<file path="src/rtl/mini_cpu_issue_ctrl.sv">
// Issue/writeback controller for a small ALU datapath: accepts 16-bit instructions,
// keeps a 4-entry register file, sequences ALU ops through their latency and retires results.
module mini_cpu_issue_ctrl #(
    parameter int DATA_W      = 8,
    parameter int ALU_LATENCY = 1
) (
    input  logic              clk_i,
    input  logic              reset_i,
    input  logic              instr_valid_i,
    output logic              instr_ready_o,
    input  logic [15:0]       instr_i,
    output logic [DATA_W-1:0] alu_a_o,
    output logic [DATA_W-1:0] alu_b_o,
    output logic [1:0]        alu_sel_o,
    input  logic [DATA_W-1:0] alu_result_i,
    input  logic              alu_zero_i,
    input  logic              alu_carry_i,
    output logic              wb_done_o,
    output logic              flag_zero_o,
    output logic              flag_carry_o,
    output logic              halted_o,
    input  logic [1:0]        dbg_addr_i,
    output logic [DATA_W-1:0] dbg_data_o
);

    typedef enum logic [1:0] {
        ST_IDLE = 2'b00,
        ST_EXEC = 2'b01,
        ST_WB   = 2'b10
    } state_e;

    localparam logic [2:0] OP_LOADI = 3'b100;
    localparam logic [2:0] OP_HALT  = 3'b111;

    state_e            state_q;
    logic [2:0]        cnt_q;
    logic [2:0]        cnt_d;
    logic [DATA_W-1:0] regs_q [4];
    logic [DATA_W-1:0] alu_a_q;
    logic [DATA_W-1:0] alu_b_q;
    logic [1:0]        alu_sel_q;
    logic [1:0]        rd_q;
    logic              wb_done_q;
    logic              flag_zero_q;
    logic              flag_carry_q;
    logic              halted_q;

    logic              accept_s;
    logic [2:0]        op_s;
    logic [1:0]        rd_s;
    logic [1:0]        rs1_s;
    logic [1:0]        rs2_s;
    logic [7:0]        imm_s;

    assign op_s  = instr_i[15:13];
    assign rd_s  = instr_i[12:11];
    assign rs1_s = instr_i[10:9];
    assign rs2_s = instr_i[8:7];
    assign imm_s = instr_i[7:0];

    // Ready is decoded from state only so it never depends on instr_valid_i.
    assign instr_ready_o = (state_q == ST_IDLE) && !halted_q;
    assign accept_s      = instr_valid_i && instr_ready_o;
    assign cnt_d         = cnt_q - 3'd1;

    assign alu_a_o      = alu_a_q;
    assign alu_b_o      = alu_b_q;
    assign alu_sel_o    = alu_sel_q;
    assign wb_done_o    = wb_done_q;
    assign flag_zero_o  = flag_zero_q;
    assign flag_carry_o = flag_carry_q;
    assign halted_o     = halted_q;
    assign dbg_data_o   = regs_q[dbg_addr_i];

    // Issue/execute/writeback sequencer; reset discards any in-flight ALU op.
    always_ff @(posedge clk_i) begin
        if (!reset_i) begin
            state_q      <= ST_IDLE;
            cnt_q        <= 3'd0;
            for (int i = 0; i < 4; i++) begin
                regs_q[i] <= '0;
            end
            alu_a_q      <= '0;
            alu_b_q      <= '0;
            alu_sel_q    <= 2'b00;
            rd_q         <= 2'b00;
            wb_done_q    <= 1'b0;
            flag_zero_q  <= 1'b0;
            flag_carry_q <= 1'b0;
            halted_q     <= 1'b0;
        end else begin
            wb_done_q <= 1'b0;
            case (state_q)
                ST_IDLE: begin
                    if (accept_s) begin
                        case (op_s)
                            3'b000, 3'b001, 3'b010, 3'b011: begin
                                alu_a_q   <= regs_q[rs1_s];
                                alu_b_q   <= regs_q[rs2_s];
                                alu_sel_q <= op_s[1:0];
                                rd_q      <= rd_s;
                                cnt_q     <= 3'(ALU_LATENCY);
                                state_q   <= ST_EXEC;
                            end
                            OP_LOADI: begin
                                regs_q[rd_s] <= DATA_W'(imm_s);
                                wb_done_q    <= 1'b1;
                            end
                            OP_HALT: begin
                                halted_q <= 1'b1;
                            end
                            default: begin
                                state_q <= ST_IDLE;
                            end
                        endcase
                    end
                end
                ST_EXEC: begin
                    // The last decrement lands on the edge ALU_LATENCY after accept.
                    cnt_q <= cnt_d;
                    if (cnt_q == 3'd1) begin
                        state_q <= ST_WB;
                    end
                end
                ST_WB: begin
                    regs_q[rd_q] <= alu_result_i;
                    flag_zero_q  <= alu_zero_i;
                    flag_carry_q <= alu_carry_i;
                    wb_done_q    <= 1'b1;
                    state_q      <= ST_IDLE;
                end
                default: begin
                    state_q <= ST_IDLE;
                end
            endcase
        end
    end

endmodule

</file>
<file path="config.mk">
export PLATFORM = sky130hd
export DESIGN_NAME = mini_cpu_issue_ctrl
export DESIGN_NICKNAME = d
export VERILOG_FILES = /design/src/rtl/mini_cpu_issue_ctrl.sv
export SDC_FILE = /design/constraint.sdc
export NUM_CORES = 1
export LEC_CHECK = 0
export ABC_AREA = 1
export ABC_CLOCK_PERIOD_IN_PS = 2350
export CORE_MARGIN = 3
export CORE_UTILIZATION = 25
export DETAILED_ROUTE_END_ITERATION = 8
export SLEW_MARGIN = 20
export SYNTH_ARGS = -nofsm -noshare
export SYNTH_HDL_FRONTEND = slang
export SYNTH_SLANG_ARGS = --single-unit
</file>
<file path="constraint.sdc">
create_clock -name clk_i -period 2.35 [get_ports clk_i]
set_clock_uncertainty 0.2 [all_clocks]
set_input_delay 0.47 -clock clk_i [delete_from_list [all_inputs] [get_ports clk_i]]
set_output_delay 0.47 -clock clk_i [all_outputs]
set_load 0.1 [all_outputs]
</file>
======== After elaboration in Yosys (flattened, before gate mapping) ========
Memories as Yosys holds them, arrays and structs flattened. A register that Yosys moved wholly into a read port is not among the register bits.
Cells that the tools add are included.
cells by class
  add/sub/neg operators ................... 1
  eq/ne operators ......................... 12
  muxes and demuxes ....................... 23
  reduce and logical (&&, ||, !) cells .... 16
operators with widths
  kind                                                                     count
  8-bit two-way mux                                                        2
  8-bit OR reduction                                                       2
  3-bit AND reduction                                                      4
  1-bit two-way mux                                                        11
  2-bit two-way mux                                                        4
  2-bit one-hot mux with 2 select lines                                    2
  3-bit by 1-bit == test with 1-bit output, second input constant          2
  3-bit by 2-bit == test with 1-bit output, second input constant          2
  3-bit == test, second input constant                                     2
  3-bit two-way mux                                                        2
  2-bit inequality test, second input constant                             3
  3-bit one-hot mux with 2 select lines                                    1
  4-bit OR reduction                                                       1
  1-bit zero test                                                          3
  3-bit zero test                                                          1
  3-bit by 1-bit subtractor with 3-bit output, second input constant       1
  2-bit by 1-bit == test with 1-bit output, second input constant          1
  2-bit == test, second input constant                                     1
  1-bit logical AND                                                        2
  2-bit zero test                                                          1
  2-bit by 1-bit inequality test with 1-bit output, second input constant  1
  1-bit one-hot mux with 2 select lines                                    1
  2-bit nonzero test                                                       1
  2-bit OR reduction                                                       1
word-level totals
  bits in registers ....................... 13
  bits in writable memories ............... 32
  bits of input ports ..................... 31
  output and inout bits ................... 31
  logic and storage cells ................. 61
  memories kept ........................... 1
memory list
  name    depth  width  rd ports  clocked after Yosys merged registers in  write ports  RTL line  source
  regs_q  4      8      3         2                                        4            38        logic [DATA_W-1:0] regs_q [4];

======== Longest topological paths before layout ========
Gate-level depths: netlist of the first run.
  depth in word-level cells ............... 10
  depth in mapped cells ................... 8
  depth with buffers taken out ............ 8

======== Worst setup path before layout of the first run ========
OpenSTA, ideal clock, no wires.
  path kind ............................... register to output
  from .................................... register halted_q (netlist: halted_o)
  to ...................................... output instr_ready_o
  data arrival time ....................... 2.818 ns
  data required time ...................... 1.680 ns
  setup slack ............................. -1.138 ns
  cell stages (with the launch flop) ...... 2
  path buffers ............................ 0
  path through ............................ dfxtp_1 nor3_1
between the ends
  cells in the longest elaborated chain, start to end .. 2
ends and longest elaborated chain
  item                    RTL line  source
  from (decl)             46        logic halted_q;
  from (signal assigned)  90        halted_q <= 1'b0;
  from (signal assigned)  110       halted_q <= 1'b1;
  1-bit zero test         62        assign instr_ready_o = (state_q == ST_IDLE) && !halted_q;
  1-bit logical AND       62
  to (decl)               10        output logic instr_ready_o,
No other way between the ends.

======== Worst setup path after layout of the first run ========
  from .................................... input dbg_addr_i[1]
  to ...................................... output dbg_data_o[7]
between the ends
  cells in the longest elaborated chain, start to end .. 1
ends and longest elaborated chain
  item                   RTL line  source
  from (decl)            22        input logic [1:0] dbg_addr_i,
  memory read 4 x 8 bit  --
  to (decl)              23        output logic [DATA_W-1:0] dbg_data_o
No other way between the ends.

==> results.md, run 1 <==
* Met2 usage at 20.9%
* Root cell of the clock tree: clkbuf_16
* Reg2reg path depth at 9
* MaxCap Viol Count at 0
* GRT met3 Usage at 3.36%
* GRT busiest layer: met2
* TritonRoute pass-1 iters at 4
* R2R Path End: regs_q[2][2]
* CP cell instances: clkdlybuf4s50_1, inv_1, buf_12, a21oi_1, a21oi_4, buf_12
* Hold path cells at 2
* I/O pin count at 62
* Layout cells sized above 1 at 28.0%
* Syn Area/Cell at 8.36 um2
* Most frequent CP cell: buf_12
* Max-slew violations at 0
* Worst Setup SP: dbg_addr_i[1]
* Number of global-route vias before repair at 2,840
* Number of diodes at 0
* Register area share after synthesis at 49.5%
* Final worst path period share at 99.3%
* WHS Endpoint: flag_carry_o
* Setup violation total in the final timing report at 0
* Clock Sinks at 61
* Critical path arrival at 1.66 ns
* Most frequent cells in the layout: nand2_1, inv_1, buf_4
* Most common cell after layout, fill and taps aside: nand2_1
* CP Max Fanout at 16
* Post-Synthesis Cells at 373
* Initial antenna violation count at 0
* H-tree levels at 3
* CTS tree: yes
* TNS Setup at 0 ns
* Leakage at 1.82 nW
* Worst Max-Slew Pin Slew at 0.365 ns
* Post-route ant nets at 0
* Post-synth cell types at 26
* Setup Crit Path Kind: in -> out
* Final hold vios at 0
* WP data required at 1.68 ns
* Global placement routability congestion at 0.831
* Remaining DRCs at 0
* Starting density of the core at 25.7%
* Die H at 118 um
* Num CTS Buffers at 9
* Power Dens Cells at 718 mW/mm2
* Final Total Pwr at 0.00334 W
* Largest net degree at the start of global routing at 44
* Worst Hold Class: reg -> reg
* Rel. slew slack at 75.6%
* Seq cells post-synth at 61
* Synth Cell Area at 0.00312 mm2
* Post-synth top flop: edfxtp_1
* CTS Buffer Depth at 2
* R2r setup slk at 0.55 ns
* Gr usage total at 13.1%
* DR vias at 2,811
* Post-layout minimum cycle time at 2.33 ns
* Vias per cell at 4.53
* CP max-delay cell: clkdlybuf4s50_1
* Met1 Usage GRT at 16.8%
* Die Span X at 118 um
* Setup crit end kind: output pin
* Async set-reset flop share out of synthesis at 0%
* Ranking of synthesized cells by area: edfxtp_1, dfxtp_1, o211ai_1
* Crit start category: primary input
* Iter 0 DRT Violations at 141
* CP max stage delay at 0.45 ns
* Hold_buf cts at 0
* Core box area at 0.0121 mm2
* Post-synth top area share at 30.8%
* Syn. warnings at 0
* Max VDD drop at 0.000331 V
* Fill cell count at 1,213
* Total global routing overflow at 0
* EDFF count, synth at 32
* Post-Syn Nets at 406
* DR WL/cell at 14.0 um
* RSZ-0062 raised after global routing: yes
* Latest clock arrival within the worst-skew pair at 0.33 ns
* Area grow syn2layout at 49.4%
* Reg clk slew, reported paths at 0.05 ns
* Hold Crit Start: flag_carry_o
* Layout Nets at 482
* Die area at 0.0138 mm2
* Port bufs at 61
* HPWL Detailed at 6410 um
* Fmax at 429 MHz
* Final WL at 8710 um
* Row count at 40
* Cell taking the most area after synthesis: edfxtp_1
* Worst r2r src: state_q[0]
* Global-route wire length before repair at 14,400 um
* Status: finished, final reports clean
[metrics by stage]
stage	instance area, um2	hold WS [ns]	util (%)	cells	worst slack [ns]
after global routing	4660	0.340	38.5	621	-0.00219
final	4660	0.293	38.5	621	0.0170
after global placement	4230	0.271	34.9	603	-0.0717
after floorplan	3210	0.253	-	373	-0.0303
after CTS	4620	0.297	38.2	621	0.0106
after detailed placement	4230	0.289	34.9	603	-0.0668
[flip-flops by register name, indices dropped and copies added, names as in the netlist, 2 cells and up]
signal     cells
alu_sel_o      2
cnt_q          3
alu_b_o        8
rd_q           2
state_q        2
regs_q        32
alu_a_o        8
[worst max path at each step]
stage	slack [ns]	depth (start not counted)	to
final	0.02	6	dbg_data_o[7]
after global routing	-0.002	6	dbg_data_o[2]
after CTS	0.01	6	dbg_data_o[0]
after detailed placement	-0.07	7	dbg_data_o[4]
after global placement	-0.07	7	dbg_data_o[6]
after floorplan	-0.03	1	instr_ready_o
[final cells by class]
| type | instances | area, um2 | share of cell area, % |
|---|---|---|---|
| clock buffer | 9 | 225 | 4.84 |
| clock inverter | 6 | 65.1 | 1.40 |
| inverter | 56 | 210 | 4.51 |
| multi-input combinational | 235 | 1440 | 30.9 |
| sequential | 61 | 1540 | 33.1 |
| tap | 168 | 210 | 4.51 |
| timing repair buffer | 86 | 965 | 20.7 |
[where the power goes]
part           total [W]  switching (W)  internal (W)
combinational   0.000814       0.000544      0.000270
clock            0.00130       0.000491      0.000811
sequential       0.00123      0.0000418       0.00118
[cell usage after synthesis, types with 5 or more instances]
master     n
nand3_1    5
o21ai_2    7
nand2_1   61
o21ai_0   33
clkbuf_1  10
inv_1     46
edfxtp_1  32
a31oi_1   16
inv_2     10
nor2_1    33
buf_2      7
dfxtp_1   29
o211ai_1  32
a21oi_1   30
[worst max-delay path, delay by kind of cell]
| kind | cells | cell delay (ns) |
|---|---|---|
| buffers and inverters | 4 | 0.83 |
| AOI/OAI and AO/OA | 2 | 0.35 |
[cell families after synthesis]
family,count (synthesis),share of synthesized area [%]
adder cells (fa/ha/maj),2,0.803
buffers and inverters,77,9.68
flip-flops,61,49.5
AO/OA/AOI/OAI,119,23.5
AND/OR/NAND/NOR,114,16.5
[timing repair]
action                     CTS  global route
pin swaps                    2             0
gates resized for setup     20             9
buffers inserted             1             0
setup endpoints to repair    8             4
gates cloned                 2             0
[metal layers]
layer	vias to the layer above	share of wire, %	wire length [um]
li1	1423	-	-
met1	1297	47	4050
met2	78	46	4030
met3	13	5.5	475
met4	0	1.7	150
met5	-	0	0
Note: power is estimated with default switching activity, not from simulation.
==> run 2: changes to the inputs <==
- ABC_AREA: 1 -> default
==> run 2 against run 1 <==
  * Via count down 19%
  * Sequential share of layout area grew 2.6 points
  * Wire length fell by 12%
  * Sequential cell count did not move
==> results.md, run 2 <==
* Post-synth cell types at 31
* Final Total Pwr at 0.00307 W
* Die area at 0.0132 mm2
* Most common cell after layout, fill and taps aside: nand2_1
* Core box area at 0.0115 mm2
* Final std cells w/o fill at 488
* Total global routing overflow at 0
* Final Util at 37.6%
* WP data required at 2.19 ns
* RSZ-0062 raised after global routing: no
* Leakage at 1.62 nW
* Vias per cell at 4.67
* Worst Hold Class: reg -> reg
* CP max stage delay at 0.48 ns
* Setup violation total in the final timing report at 0
* Initial antenna violation count at 0
* Cell taking the most area after synthesis: edfxtp_1
* HPWL Detailed at 5840 um
* Remaining DRCs at 0
* Syn Area/Cell at 11.4 um2
* Register area share after synthesis at 52.0%
* Power Dens Cells at 708 mW/mm2
* Port bufs at 61
* Async set-reset flop share out of synthesis at 0%
* Placed Instances at 471
* Post-Syn Nets at 294
* Area grow syn2layout at 46.0%
* I/O pin count at 62
* H-tree levels at 3
* Die H at 115 um
* PnR worst setup slack at 0.0265 ns
* Final worst path period share at 98.9%
* Post-synth top area share at 32.4%
* Synth Cell Area at 0.00297 mm2
* Crit start category: primary input
* Post-layout minimum cycle time at 2.32 ns
* Fmax at 430 MHz
* Most frequent CP cell: or3b_4
* DR vias at 2,279
* Critical path depth in cells at 5
* Largest register FFs at 32
* Max-slew violations at 0
* Row count at 39
* Seq cells post-synth at 61
* Setup crit end kind: flip-flop
* MaxCap Viol Count at 0
* Hold path cells at 2
* Starting density of the core at 25.7%
* Worst path bufs/invs at 1
* TritonRoute pass-1 iters at 4
* Global-route wire length before repair at 12,000 um
* Worst Max-Slew Pin Slew at 0.456 ns
* Reg clk slew, reported paths at 0.05 ns
* CP Max Fanout at 8
* Largest net degree at the start of global routing at 28
* DR WL/cell at 15.8 um
* Setup Crit Path Kind: in -> reg
* Number of diodes at 0
* Final hold vios at 0
* Post-route ant nets at 0
* Ranking of synthesized cells by area: edfxtp_1, dfxtp_1, mux4_2
* Reg with most FFs: regs_q
* Post-synth top flop: edfxtp_1
* CP cell instances: clkdlybuf4s50_1, or3b_4, o32ai_4, or3b_4, nand2_8
* EDFF count, synth at 32
* Max VDD drop at 0.000314 V
* Num CTS Buffers at 9
* Latest clock arrival within the worst-skew pair at 0.32 ns
* Clock Sinks at 61
* Number of global-route vias before repair at 2,350
* Die Span X at 115 um
* Layout cells sized above 1 at 32.2%
* Iter 0 DRT Violations at 86
* Most frequent cells in the layout: nand2_1, buf_4, edfxtp_1
* Cell family with the largest share of critical-path delay: simple AND/OR/NAND/NOR gates
* Most numerous cell in the Yosys netlist: nand2_1
* Place WS at -0.492 ns
* Rel. slew slack at 69.5%
* Gr usage total at 12.0%
* Syn. warnings at 0
* CTS Buffer Depth at 2
* Critical path arrival at 2.16 ns
* Synth top cells by count: nand2_1, edfxtp_1, dfxtp_1
* Post-Synthesis Cells at 261
* CTS tree: yes
* Status: finished, final reports clean
* Root cell of the clock tree: clkbuf_16
* Final WL at 7690 um
* Layout Nets at 373
* Reg2reg path depth at 4
* Global placement routability congestion at 0.782
* CP max-delay cell: clkdlybuf4s50_1
==> run 2: worst reg2reg max path, cell delays in order (launching register included) <==
cell,delay (ns)
dfxtp_1,0.32
or4b_4,0.58
o32ai_4,0.28
or3b_4,0.45
nand2_8,0.12
==> run 2: timing repair <==
action	4_1_cts	5_1_grt
buffers inserted	0	1
hold buffers	0	0
pin swaps	3	2
endpoints found under the setup margin	40	16
gates resized for setup	8	0
==> run 2: logic make-up (layout without fill, tap and decap cells) <==
family,Yosys count,in the layout,synth area share (%)
buffers and inverters,28,112,3.67
adders and majority gates,2,2,0.844
AOI/OAI and AO/OA,39,39,8.99
DFF,61,61,52.0
and+or+nand+nor,106,106,16.0
muxes,24,24,18.2
xor gates and xnor gates,1,1,0.295
==> run 2: final timing paths <==
path	from	to	slack (ns)
max	instr_i[15]	regs_q[2][1]	0.03
min	alu_a_o[6]	alu_a_o[6]	0.25
max reg2reg	state_q[0]	regs_q[2][1]	0.11
min reg2reg	alu_a_o[6]	alu_a_o[6]	0.25
==> run 2: per-stage QoR <==
| stage | area, um2 | setup TNS, ns | hold slack, ns |
|---|---|---|---|
| after CTS | 4320 | 0 | 0.256 |
| after detailed placement | 4010 | -22.46 | 0.249 |
| final | 4330 | 0 | 0.254 |
| after floorplan | 3010 | -0.0315 | 0.247 |
| after global placement | 4010 | -20.69 | 0.249 |
| after global routing | 4330 | 0 | 0.270 |
==> run 2: final cells by class <==
| class | instances | area (um2) |
|---|---|---|
| clock inverter | 6 | 53.8 |
| clock buffer | 10 | 229 |
| inverter | 11 | 41.3 |
| timing repair buffer | 85 | 901 |
| tap | 143 | 179 |
| fill | 1115 | 7190 |
| multi-input combinational | 172 | 1380 |
| sequential | 61 | 1550 |
==> run 2: report_power, final <==
| group | switching (W) | internal, W | leakage, nW |
|---|---|---|---|
| logic | 0.000375 | 0.000244 | 0.917 |
| clock network | 0.000444 | 0.000806 | 0.135 |
| registers | 0.0000303 | 0.00117 | 0.567 |
==> run 2: routing by layer <==
layer | share of wire [%] | vias up | GRT usage (%)
li1 | - | 1105 | -
met1 | 40 | 1126 | 13.7
met2 | 54 | 40 | 21.4
met3 | 4.0 | 8 | 3.53
met4 | 1.2 | 0 | 4.46
met5 | 0 | - | 0
